`src/rtl/usb_protocol_ctrl.sv`:
```
// USB device-side transaction controller: sequences OUT/IN token handling, handshakes,
// DATA0/DATA1 toggle tracking and packet timeouts around an external receiver/transmitter.
module usb_protocol_ctrl #(
  parameter int unsigned TIMEOUT = 144
) (
  input  logic       clk_i,
  input  logic       rst_i,
  input  logic [2:0] rx_pid_i,
  input  logic       rx_packet_done_i,
  input  logic       rx_error_i,
  input  logic       tx_done_i,
  input  logic [7:0] buffer_occupancy_i,
  input  logic       host_tx_req_i,
  input  logic       host_stall_i,
  output logic       tx_start_o,
  output logic [2:0] tx_packet_o,
  output logic       flush_o,
  output logic       rx_data_ready_o,
  output logic       tx_sent_o,
  output logic       xfer_error_o,
  output logic       busy_o
);

  typedef enum logic [2:0] {
    StIdle,
    StWaitData,
    StSendHs,
    StWaitTxHs,
    StSendData,
    StWaitTxData,
    StWaitAck
  } state_e;

  localparam logic [2:0] PidOut   = 3'd1;
  localparam logic [2:0] PidIn    = 3'd2;
  localparam logic [2:0] PidData0 = 3'd3;
  localparam logic [2:0] PidData1 = 3'd4;
  localparam logic [2:0] PidAck   = 3'd5;

  localparam logic [2:0] PktNone  = 3'd0;
  localparam logic [2:0] PktData0 = 3'd1;
  localparam logic [2:0] PktData1 = 3'd2;
  localparam logic [2:0] PktAck   = 3'd3;
  localparam logic [2:0] PktNak   = 3'd4;
  localparam logic [2:0] PktStall = 3'd5;

  localparam logic [7:0] TimeoutLast = 8'(TIMEOUT - 1);

  state_e     state_q;
  logic       rx_tog_q, tx_tog_q;
  logic [7:0] cnt_q;
  logic       tx_start_q, flush_q, rx_data_ready_q, tx_sent_q, xfer_error_q;
  logic [2:0] tx_packet_q;

  logic is_data, data_tog, timed_out;

  assign is_data   = (rx_pid_i == PidData0) || (rx_pid_i == PidData1);
  assign data_tog  = (rx_pid_i == PidData1);
  assign timed_out = (cnt_q == TimeoutLast);

  always_ff @(posedge clk_i or posedge rst_i) begin
    if (rst_i) begin
      state_q         <= StIdle;
      rx_tog_q        <= 1'b0;
      tx_tog_q        <= 1'b0;
      cnt_q           <= 8'd0;
      tx_start_q      <= 1'b0;
      tx_packet_q     <= PktNone;
      flush_q         <= 1'b0;
      rx_data_ready_q <= 1'b0;
      tx_sent_q       <= 1'b0;
      xfer_error_q    <= 1'b0;
    end else begin
      tx_start_q      <= 1'b0;
      flush_q         <= 1'b0;
      rx_data_ready_q <= 1'b0;
      tx_sent_q       <= 1'b0;
      xfer_error_q    <= 1'b0;
      unique case (state_q)
        StIdle: begin
          if (rx_packet_done_i) begin
            if (rx_error_i) begin
              flush_q <= 1'b1;
            end else if (rx_pid_i == PidOut) begin
              state_q <= StWaitData;
              cnt_q   <= 8'd0;
            end else if (rx_pid_i == PidIn) begin
              tx_start_q <= 1'b1;
              if (host_stall_i) begin
                tx_packet_q <= PktStall;
                state_q     <= StSendHs;
              end else if (host_tx_req_i && (buffer_occupancy_i != 8'd0)) begin
                tx_packet_q <= tx_tog_q ? PktData1 : PktData0;
                state_q     <= StSendData;
              end else begin
                tx_packet_q <= PktNak;
                state_q     <= StSendHs;
              end
            end
          end
        end
        StWaitData: begin
          cnt_q <= cnt_q + 8'd1;
          if (rx_packet_done_i) begin
            if (rx_error_i || !is_data) begin
              flush_q      <= 1'b1;
              xfer_error_q <= 1'b1;
              state_q      <= StIdle;
            end else begin
              tx_start_q <= 1'b1;
              state_q    <= StSendHs;
              if (host_stall_i) begin
                flush_q     <= 1'b1;
                tx_packet_q <= PktStall;
              end else if (data_tog == rx_tog_q) begin
                rx_tog_q        <= ~rx_tog_q;
                rx_data_ready_q <= 1'b1;
                tx_packet_q     <= PktAck;
              end else begin
                // Retransmission of a packet we already accepted: drop it but re-ACK.
                flush_q     <= 1'b1;
                tx_packet_q <= PktAck;
              end
            end
          end else if (timed_out) begin
            flush_q      <= 1'b1;
            xfer_error_q <= 1'b1;
            state_q      <= StIdle;
          end
        end
        StSendHs: begin
          state_q <= StWaitTxHs;
        end
        StSendData: begin
          state_q <= StWaitTxData;
        end
        StWaitTxHs: begin
          if (tx_done_i) begin
            tx_packet_q <= PktNone;
            state_q     <= StIdle;
          end
        end
        StWaitTxData: begin
          if (tx_done_i) begin
            tx_packet_q <= PktNone;
            cnt_q       <= 8'd0;
            state_q     <= StWaitAck;
          end
        end
        StWaitAck: begin
          cnt_q <= cnt_q + 8'd1;
          if (rx_packet_done_i) begin
            if (!rx_error_i && (rx_pid_i == PidAck)) begin
              tx_tog_q  <= ~tx_tog_q;
              flush_q   <= 1'b1;
              tx_sent_q <= 1'b1;
            end else begin
              // Payload stays in the buffer so the host can retry the IN.
              xfer_error_q <= 1'b1;
            end
            state_q <= StIdle;
          end else if (timed_out) begin
            xfer_error_q <= 1'b1;
            state_q      <= StIdle;
          end
        end
        default: begin
          state_q <= StIdle;
        end
      endcase
    end
  end

  assign tx_start_o      = tx_start_q;
  assign tx_packet_o     = tx_packet_q;
  assign flush_o         = flush_q;
  assign rx_data_ready_o = rx_data_ready_q;
  assign tx_sent_o       = tx_sent_q;
  assign xfer_error_o    = xfer_error_q;
  assign busy_o          = (state_q != StIdle);

endmodule

```
`config.mk`:
```
export PLATFORM = sky130hd
export DESIGN_NAME = usb_protocol_ctrl
export DESIGN_NICKNAME = d
export VERILOG_FILES = /design/src/rtl/usb_protocol_ctrl.sv
export SDC_FILE = /design/constraint.sdc
export NUM_CORES = 1
export LEC_CHECK = 0
export CAP_MARGIN = 15
export CORE_MARGIN = 2
export CORE_UTILIZATION = 50
export CTS_BUF_LIST = sky130_fd_sc_hd__clkbuf_16
export DETAILED_ROUTE_END_ITERATION = 7
export HOLD_SLACK_MARGIN = 0.02
export PLACE_DENSITY_LB_ADDON = 0.1
export SLEW_MARGIN = 10
export SYNTH_ARGS = -nofsm -noshare
export SYNTH_HDL_FRONTEND = slang
export SYNTH_SLANG_ARGS = --single-unit
```
`constraint.sdc`:
```
create_clock -name clk_i -period 3.9 [get_ports clk_i]
set_input_delay 1.17 -clock clk_i [delete_from_list [all_inputs] [get_ports clk_i]]
set_output_delay 1.17 -clock clk_i [all_outputs]
set_load 0.02 [all_outputs]
```
### Word-level counts from Yosys, hierarchy flattened

Index checks and enable logic that the tools add are counted.

* bits in writable memories: 0
* input bits: 18
* bits in read-only memories: 0
* bits in registers: 21
* output and inout bits: 9
* memories kept: 0
* logic and storage cells: 114
* latch bits: 0

* shift-type cells: 0
* div/mod/pow operators: 0
* $mul: 0
* reduce and logical (&&, ||, !) cells: 18
* mux-type cells: 57
* magnitude comparators: 0
* bitwise operators: 4
* equal/unequal tests: 24
* add/subtract/negate cells: 1

Operator list (number)
* two-way mux 3 bit: 20
* two-way mux 8 bit: 4
* two-way mux 1 bit: 25
* case mux 8 bit (3 select lines): 1
* case mux 3 bit (7 select lines): 1
* != test 2 bit (second input constant): 9
* == test 3 bit (second input constant): 5
* AND reduction 5 bit: 3
* == test 3 x 2 -> 1 bit (second input constant): 4
* case mux 3 bit (3 select lines): 1
* nonzero test 3 bit: 3
* adder 8 x 1 -> 8 bit (second input constant): 1
* == test 8 bit (second input constant): 1
* AND reduction 8 bit: 1
* nonzero test 8 bit: 1
* == test 3 x 1 -> 1 bit (second input constant): 2
* two-way mux 2 bit: 2
* inverter 1 bit: 4
* case mux 1 bit (2 select lines): 2
* OR reduction 2 bit: 2
* logical NOT 3 bit: 1
* != test 3 bit (second input constant): 1
* case mux 1 bit (3 select lines): 1
* AND reduction 3 bit: 1
* 5 further kinds: 8

### Depth between registers and ports, before layout

Gate-level depths: netlist (run 1).

* word-level depth: 9
* depth in mapped cells: 6
* gate-level depth less buffers: 6

### Worst setup path after synthesis (run 1)

No wires, ideal clock.

* kind: input -> register
* start: input rx_pid_i[1]
* end: register tx_packet_q[0], in the netlist tx_packet_o[0]
* path buffers: 0
* data arrival time: 2405 ps
* slack: 1370 ps
* required time: 3775 ps
* library setup time: 125 ps
* cell stages on the path: 5
* cell sequence: nor2b_2 -> a22o_1 -> and3_4 -> o311a_4 -> mux2_4

* longest elaborated chain between the ends: 6
* elaborated cells between the ends (all ways): 11
* classes of those cells: 7 x eq/ne; 4 x reduce/logical

Ends and longest elaborated chain
* from (decl): line 8 `input logic [2:0] rx_pid_i,`
* == test 3 x 2 -> 1 bit or == test 3 bit (tied branches): line 57 `assign is_data = (rx_pid_i == PidData0) || (rx_pid_i == PidData1);`
* logical OR 1 bit: line 57
* logical NOT 1 bit: line 105 `if (rx_error_i || !is_data) begin`
* logical OR 1 bit: line 105
* != test 2 bit (no line)
* AND reduction 8 bit (no line) (*)
* to (signal assigned): line 114 `tx_packet_q <= PktStall;`
* to (signal assigned): line 118 `tx_packet_q <= PktAck;`
* to (signal assigned): line 122 `tx_packet_q <= PktAck;`
* to (decl): line 53 `logic [2:0] tx_packet_q;`

Mark *: on every way between the ends. The rest lies on a longest branch, timed or not.
A chain may end at the register's enable or synchronous reset.

### Final worst setup path (run 1)

* start: register state_q[1]
* end: output busy_o

* longest elaborated chain between the ends: 1

Ends and longest elaborated chain
* from (decl): line 49 `state_e state_q;`
* from (signal assigned): line 63 `state_q <= StIdle;`
* from (signal assigned): line 85 `state_q <= StWaitData;`
* from (signal assigned): line 91 `state_q <= StSendHs;`
* nonzero test 3 bit: line 180 `assign busy_o = (state_q != StIdle);`
* to (decl): line 21 `output logic busy_o`

No other way between the ends.

==> impl_metrics.csv, run 1 <==
group,metric,value,unit
synth,syn-cell-area,1310,um2
synth,ys_dominant_reg_cell,"sky130_fd_sc_hd__dfrtp_1",
sta,rsz0062_at_grt,"no",
clocking,tritoncts,"yes",
sta,timing_worst_slew_pin_value,805,ps
drt,remaining_drc_errors,0,
worst_setup_path,cp_max_fo,11,
synth,synthesis.instances,144,
finish,fillCellCount,205,
floorplanning,dieArea,3050,um2
global_route,globalRouteOverflowTotal,0,
clocking,clock_tree.htree_level_count,1,
drt,routed_wl,3.22,mm
placement,placedCellCount,194,
synth,synth_area_leader_cell,"sky130_fd_sc_hd__dfrtp_1",
clocking,cts_hold_repair.buffers,0,
synth,yosys_synthesis_warning_count,0,
finish,fin_util,67.0,%
finish,final_layout_size_suffix_gt1_share,8.93,%
synth,post_synthesis_net_count,163,
clocking,clk_pin_slew,60,ps
floorplanning,starting_utilization_of_the_core_area,52.9,%
worst_setup_path,cpMaxStageDelayCell,"sky130_fd_sc_hd__clkdlybuf4s50_1",
floorplanning,chipHeight,55.2,um
sta,timing.final.setup_violations,0,
pwr,peakVddDrop,0.477,mV
floorplanning,die_width,55.2,um
synth,syn_avg_cell_area,9.11,um2
run,maxCapViolations,0,
clocking,clk_latency,260,ps
sta,timing_hold_violations_final,0,
clocking,root_driver,"sky130_fd_sc_hd__clkbuf_16",
finish,areaGrowthSynthToFinish,26.5,%
synth,synth_enable_flop_cells,0,
placement,dp_hpwl,2.30,mm
global_route,grt_util_all_layers,23.1,%
sta,hold_ws,510,ps
drt,detail_route.wl_per_cell,16.3,um
synth,synthArstFlopShare,100,%
global_route,wire_length_of_the_first_global_routing_pass,5.66,mm
min_path,hold_path_class,"reg2reg",
synth,list_of_most_frequent_post_synthesis_cells,"21 x sky130_fd_sc_hd__dfrtp_1, 12 x sky130_fd_sc_hd__nor2_1, 10 x sky130_fd_sc_hd__a21oi_1, 10 x sky130_fd_sc_hd__nand3_1, 9 x sky130_fd_sc_hd__nand2_1",
global_route,grt_pass1_vias,1227,
min_path,holdCritStartpoint,"rx_tog_q",
drt,top_signal_layer_used,"met4",
sta,maxSlewHeadroom,45.9,%
synth,synth_seq_cells,21,
drt,drt-vias-per-instance,6.20,
drt,dr_total_vias,1228,
clocking,tritoncts.num_buffers,3,
clocking,clock_tree.buffer_depth,2,
clocking,resized_after_cts,0,
worst_setup_path,worst_setup_path_end_kind,"output pin",
finish,antenna_cells_inserted,0,
drt,final_antenna_net_count,0,
synth,synth_most_common_cell,"sky130_fd_sc_hd__dfrtp_1",
placement,placement.io_buffers,26,
synth,synth_seq_area_share,40.1,%
pwr,power_density,618,nW/um2
worst_setup_path,cp.arrival,2040,ps
worst_setup_path,setup.worst_path.start_class,"flop",
drt,detail_route.wirelength.met1,1.45,mm
worst_setup_path,critical_path_required,2730,ps
sta,fin_setup_tns,0,ps
floorplanning,num_io_pins,27,
clocking,postCtsSetupRepairBufs,0,
finish,nNetsFinal,188,
synth,synth.top_cell.area_share,40.1,%
worst_setup_path,crit_path_cell_trace,"or2_0 > nor2_1 > inv_1 > clkdlybuf4s50_1",
global_route,number_of_antenna_violations_at_the_first_check_in_global_routing,0,
worst_setup_path,timing.critical_path.buf_inv,2,
drt,dr_wl_met2,1.47,mm
status,run_status,"complete, no violations",
synth,synth_top_cells_by_area,"sky130_fd_sc_hd__dfrtp_1 40%, sky130_fd_sc_hd__xnor2_1 4.0%, sky130_fd_sc_hd__a21oi_1 3.8%, sky130_fd_sc_hd__nand3_1 3.8%, sky130_fd_sc_hd__mux2_4 3.4%",
drt,drc_violation_total_after_the_first_tritonroute_iteration,57,
worst_setup_path,timing.critical_path.from,"state_q[1]",
sta,worst_clock_skew,3.13,ps
sta,period_share,82.2,%
worst_setup_path,critPathTopFamily,"buffers and inverters",
global_route,grt_max_degree,22,
sta,slew_violations,0,
worst_setup_path,path_class,"reg2out",
worst_setup_path,timing.rr.start,"cnt_q[0]",
floorplanning,row_count,18,
finish,layout.cells.non_filler,198,
sta,maxClockFrequency,312,MHz
drt,first_pass_iters,4,
worst_setup_path,cp_slowest_stage_delay,590,ps
synth,synth.distinct_cells,50,
pwr,p_leak,0.674,nW
placement,gp_routability_congestion,0.939,
sta,final_critical_period,3210,ps
drt,route.met3.wl,237,um
clocking,cts.sinks,21,
floorplanning,placeable_core_region,2480,um2
per-layer routing:
layer | global-route usage, % | vias to the layer above
met5 | 0 | -
met4 | 10.5 | 0
met3 | 4.45 | 6
met2 | 35.2 | 59
met1 | 31.8 | 583
li1 | - | 580
through the flow:
step | area [um2] | power (mW) | setup WS (ps)
finish | 1660 | 1.02 | 695
global route | 1660 | 1.09 | 607
CTS | 1660 | 1.02 | 704
detailed placement | 1580 | 0.793 | 684
global placement | 1580 | 0.780 | 792
floorplan | 1310 | 0.657 | 1370
sequential cells by signal, summed over array words and instances, names as in the netlist:
name             flops
cnt_q                8
tx_packet_o          3
state_q              3
tx_start_o           1
xfer_error_o         1
tx_tog_q             1
tx_sent_o            1
rx_data_ready_o      1
flush_o              1
rx_tog_q             1
layout by cell type (no fill, tap or decap), drive strengths merged, types with 2 or more instances in the layout:
cell,n
clkdlybuf4s50,26
dfrtp,21
nor2,13
nand3,10
a21oi,10
nand2,9
o21ai,9
inv,6
xnor2,6
a31oi,4
mux2,4
nand2b,3
nor3,3
clkbuf,3
and2,2
nand4,2
a32oi,2
a211oi,2
or4,2
a22o,2
o211ai,2
or3,2
o31ai,2
and2b,2
nor2b,2
or2,2
where the power goes:
group	switching, mW	total, mW	internal, mW
clock	0.0839	0.222	0.138
combinational	0.232	0.441	0.209
sequential	0.0854	0.362	0.277
total	0.401	1.02	0.624
cells by family (layout without fill, tap and decap cells):
family	after synthesis	after routing	synth area share, %
AND/OR/NAND/NOR	57	57	23.8
AO/OA/AOI/OAI	41	41	21.5
flip-flops	21	21	40.1
buffers and inverters	12	36	4.01
XOR/XNOR	7	7	4.68
multiplexers	5	5	5.06
adder cells (fa/ha/maj)	1	1	0.954
area by class of cell:
class | instances | area [um2] | area share [%]
Clock buffer | 3 | 75.1 | 4.52
Tap cell | 30 | 37.5 | 2.26
Inverter | 6 | 22.5 | 1.36
Multi-Input combinational cell | 111 | 733 | 44.2
Clock inverter | 1 | 5.00 | 0.302
Timing Repair Buffer | 26 | 260 | 15.7
Sequential cell | 21 | 526 | 31.7
final timing paths:
| kind | cells past startpoint | slack (ps) | end |
|---|---|---|---|
| max | 4 | 690 | busy_o |
| min | 1 | 510 | rx_tog_q |
| max reg2reg | 6 | 1810 | state_q[1] |
| min reg2reg | 1 | 510 | rx_tog_q |
| max in group asynchronous | 2 | 2030 | cnt_q[0] |
| min in group asynchronous | 2 | 1370 | tx_sent_o |
(Power assumes the default switching activity.)
==> inputs of run 2 (changes only) <==
clock period = 3.2 ns   (was 3.9 ns; I/O delays follow)
==> run 2 against run 1 <==
Hold slack worse by 13 ps. Total power is 20% higher. Critical path type unchanged. Non-clock buffer count is 1 higher. Clock power is 19% higher. Highest routed layer unchanged. First-iteration DRC count is 8.8% lower. Die area stayed put. Largest power group unchanged. Worst setup slack worse by 460 ps. Register-to-register slack worse by 700 ps. Via count is 2.5% lower. Global-route usage is 2.5 points lower. Sequential power is 20% higher. Cell count is 0.51% higher.
==> impl_metrics.csv, run 2 (same netlist as run 1, synthesis figures left out) <==
group,metric,value,unit
status,run_status,"complete, no violations",
drt,routed_wl,2.94,mm
placement,placement.io_buffers,26,
floorplanning,dieArea,3050,um2
placement,dp_hpwl,2.20,mm
clocking,root_driver,"sky130_fd_sc_hd__clkbuf_16",
sta,setup_ws,238,ps
clocking,resized_after_cts,0,
drt,final_antenna_net_count,0,
pwr,power.total,1.23,mW
drt,detail_route.wl_per_cell,14.8,um
placement,detailedPlace.worstSlack,275,ps
clocking,clk_pin_slew,60,ps
worst_setup_path,worst_setup_path_end_kind,"output pin",
floorplanning,die_width,55.2,um
pwr,peakVddDrop,0.470,mV
min_path,min_delay_path_depth,1,
worst_setup_path,path_class,"reg2out",
finish,antenna_cells_inserted,0,
finish,final_cell_mix,"26 x sky130_fd_sc_hd__clkdlybuf4s50_1, 21 x sky130_fd_sc_hd__dfrtp_1, 12 x sky130_fd_sc_hd__nor2_1, 10 x sky130_fd_sc_hd__nand3_1, 10 x sky130_fd_sc_hd__a21oi_1",
worst_setup_path,worst-r2r-cell-count,6,
sta,maxClockFrequency,338,MHz
finish,nNetsFinal,189,
clocking,tritoncts,"yes",
sta,final_critical_period,2960,ps
sta,timing_worst_slew_pin_value,805,ps
finish,max_ffs_per_register,8,
min_path,hold_path_class,"reg2reg",
sta,timing_hold_violations_final,0,
sta,worst_clock_skew,1.60,ps
global_route,grt_max_degree,22,
floorplanning,row_count,18,
global_route,wire_length_of_the_first_global_routing_pass,5.08,mm
drt,top_signal_layer_used,"met4",
pwr,power_density,737,nW/um2
global_route,number_of_antenna_violations_at_the_first_check_in_global_routing,0,
sta,rsz0062_at_grt,"no",
placement,gp_routability_congestion,0.944,
sta,timing.final.setup_violations,0,
drt,drc_violation_total_after_the_first_tritonroute_iteration,52,
clocking,cts_hold_repair.buffers,0,
worst_setup_path,setup.worst_path.start_class,"flop",
drt,route.met3.wl,178,um
worst_setup_path,critical_path_required,2240,ps
global_route,grt_pass1_vias,1146,
run,maxCapViolations,0,
clocking,clock_tree.buffer_depth,2,
clocking,postCtsSetupRepairBufs,0,
finish,final_layout_size_suffix_gt1_share,9.47,%
floorplanning,placeable_core_region,2480,um2
clocking,cts.sinks,21,
sta,fin_setup_tns,0,ps
drt,drt-vias-per-instance,6.02,
sta,period_share,92.6,%
finish,mostFrequentLayoutCell,"sky130_fd_sc_hd__clkdlybuf4s50_1",
floorplanning,chipHeight,55.2,um
clocking,clock_tree.htree_level_count,1,
clocking,tritoncts.num_buffers,3,
clocking,clk_latency,250,ps
drt,dr_total_vias,1197,
floorplanning,num_io_pins,27,
drt,dr_wl_met2,1.32,mm
sta,maxSlewHeadroom,46.3,%
worst_setup_path,cp.arrival,2000,ps
global_route,globalRouteOverflowTotal,0,
global_route,grt_util_all_layers,20.6,%
drt,detail_route.wirelength.met1,1.39,mm
worst_setup_path,cp_max_fo,11,
drt,first_pass_iters,4,
pwr,p_leak,0.679,nW
finish,areaGrowthSynthToFinish,27.1,%
drt,remaining_drc_errors,0,
floorplanning,starting_utilization_of_the_core_area,52.9,%
sta,hold_ws,497,ps
sta,slew_violations,0,
finish,register_with_the_most_flip_flops,"cnt_q",
-- run 2: routing by layer --
metal | track usage, % | up-vias
met3 | 3.98 | 7
met5 | 0 | -
met2 | 31.1 | 41
met4 | 8.01 | 0
li1 | - | 575
met1 | 29.1 | 574
-- run 2: layout make-up --
| type | instances | area [um2] |
|---|---|---|
| flip-flops and latches | 21 | 526 |
| clock buffers | 3 | 75.1 |
| well taps | 30 | 37.5 |
| multi-input cells | 111 | 733 |
| clock inverters | 1 | 5.00 |
| inverters | 6 | 22.5 |
| fillers | 193 | 811 |
| repair buffers | 27 | 268 |
-- run 2: path summary, 6_finish.rpt --
| kind | end | slack (ps) | from |
|---|---|---|---|
| setup reg to reg | state_q[1] | 1110 | cnt_q[1] |
| max in group asynchronous | cnt_q[0] | 1540 | rst_i |
| min in group asynchronous | cnt_q[5] | 1160 | rst_i |
| hold / removal | rx_tog_q | 500 | rx_tog_q |
| hold reg to reg | rx_tog_q | 500 | rx_tog_q |
| setup / recovery | busy_o | 240 | state_q[1] |
-- run 2: power breakdown --
group | leakage, nW | switching [mW] | internal (mW) | total (mW)
Sequential | 0.279 | 0.0972 | 0.337 | 0.434
Combinational | 0.360 | 0.275 | 0.255 | 0.530
Clock | 0.0409 | 0.0960 | 0.168 | 0.264
-- run 2: critical path: stages, from the launching register on --
cell and delay (ps):
sky130_fd_sc_hd__dfrtp_1 560, sky130_fd_sc_hd__or2_0 430, sky130_fd_sc_hd__nor2_1 100, sky130_fd_sc_hd__inv_1 80, sky130_fd_sc_hd__clkdlybuf4s50_1 590
-- run 2: stage by stage --
stage,utilization (%),cells,area [um2]
floorplan,-,144,1310
global placement,64.0,195,1590
detailed placement,64.0,195,1590
CTS,67.3,199,1670
global route,67.3,199,1670
finish,67.3,199,1670
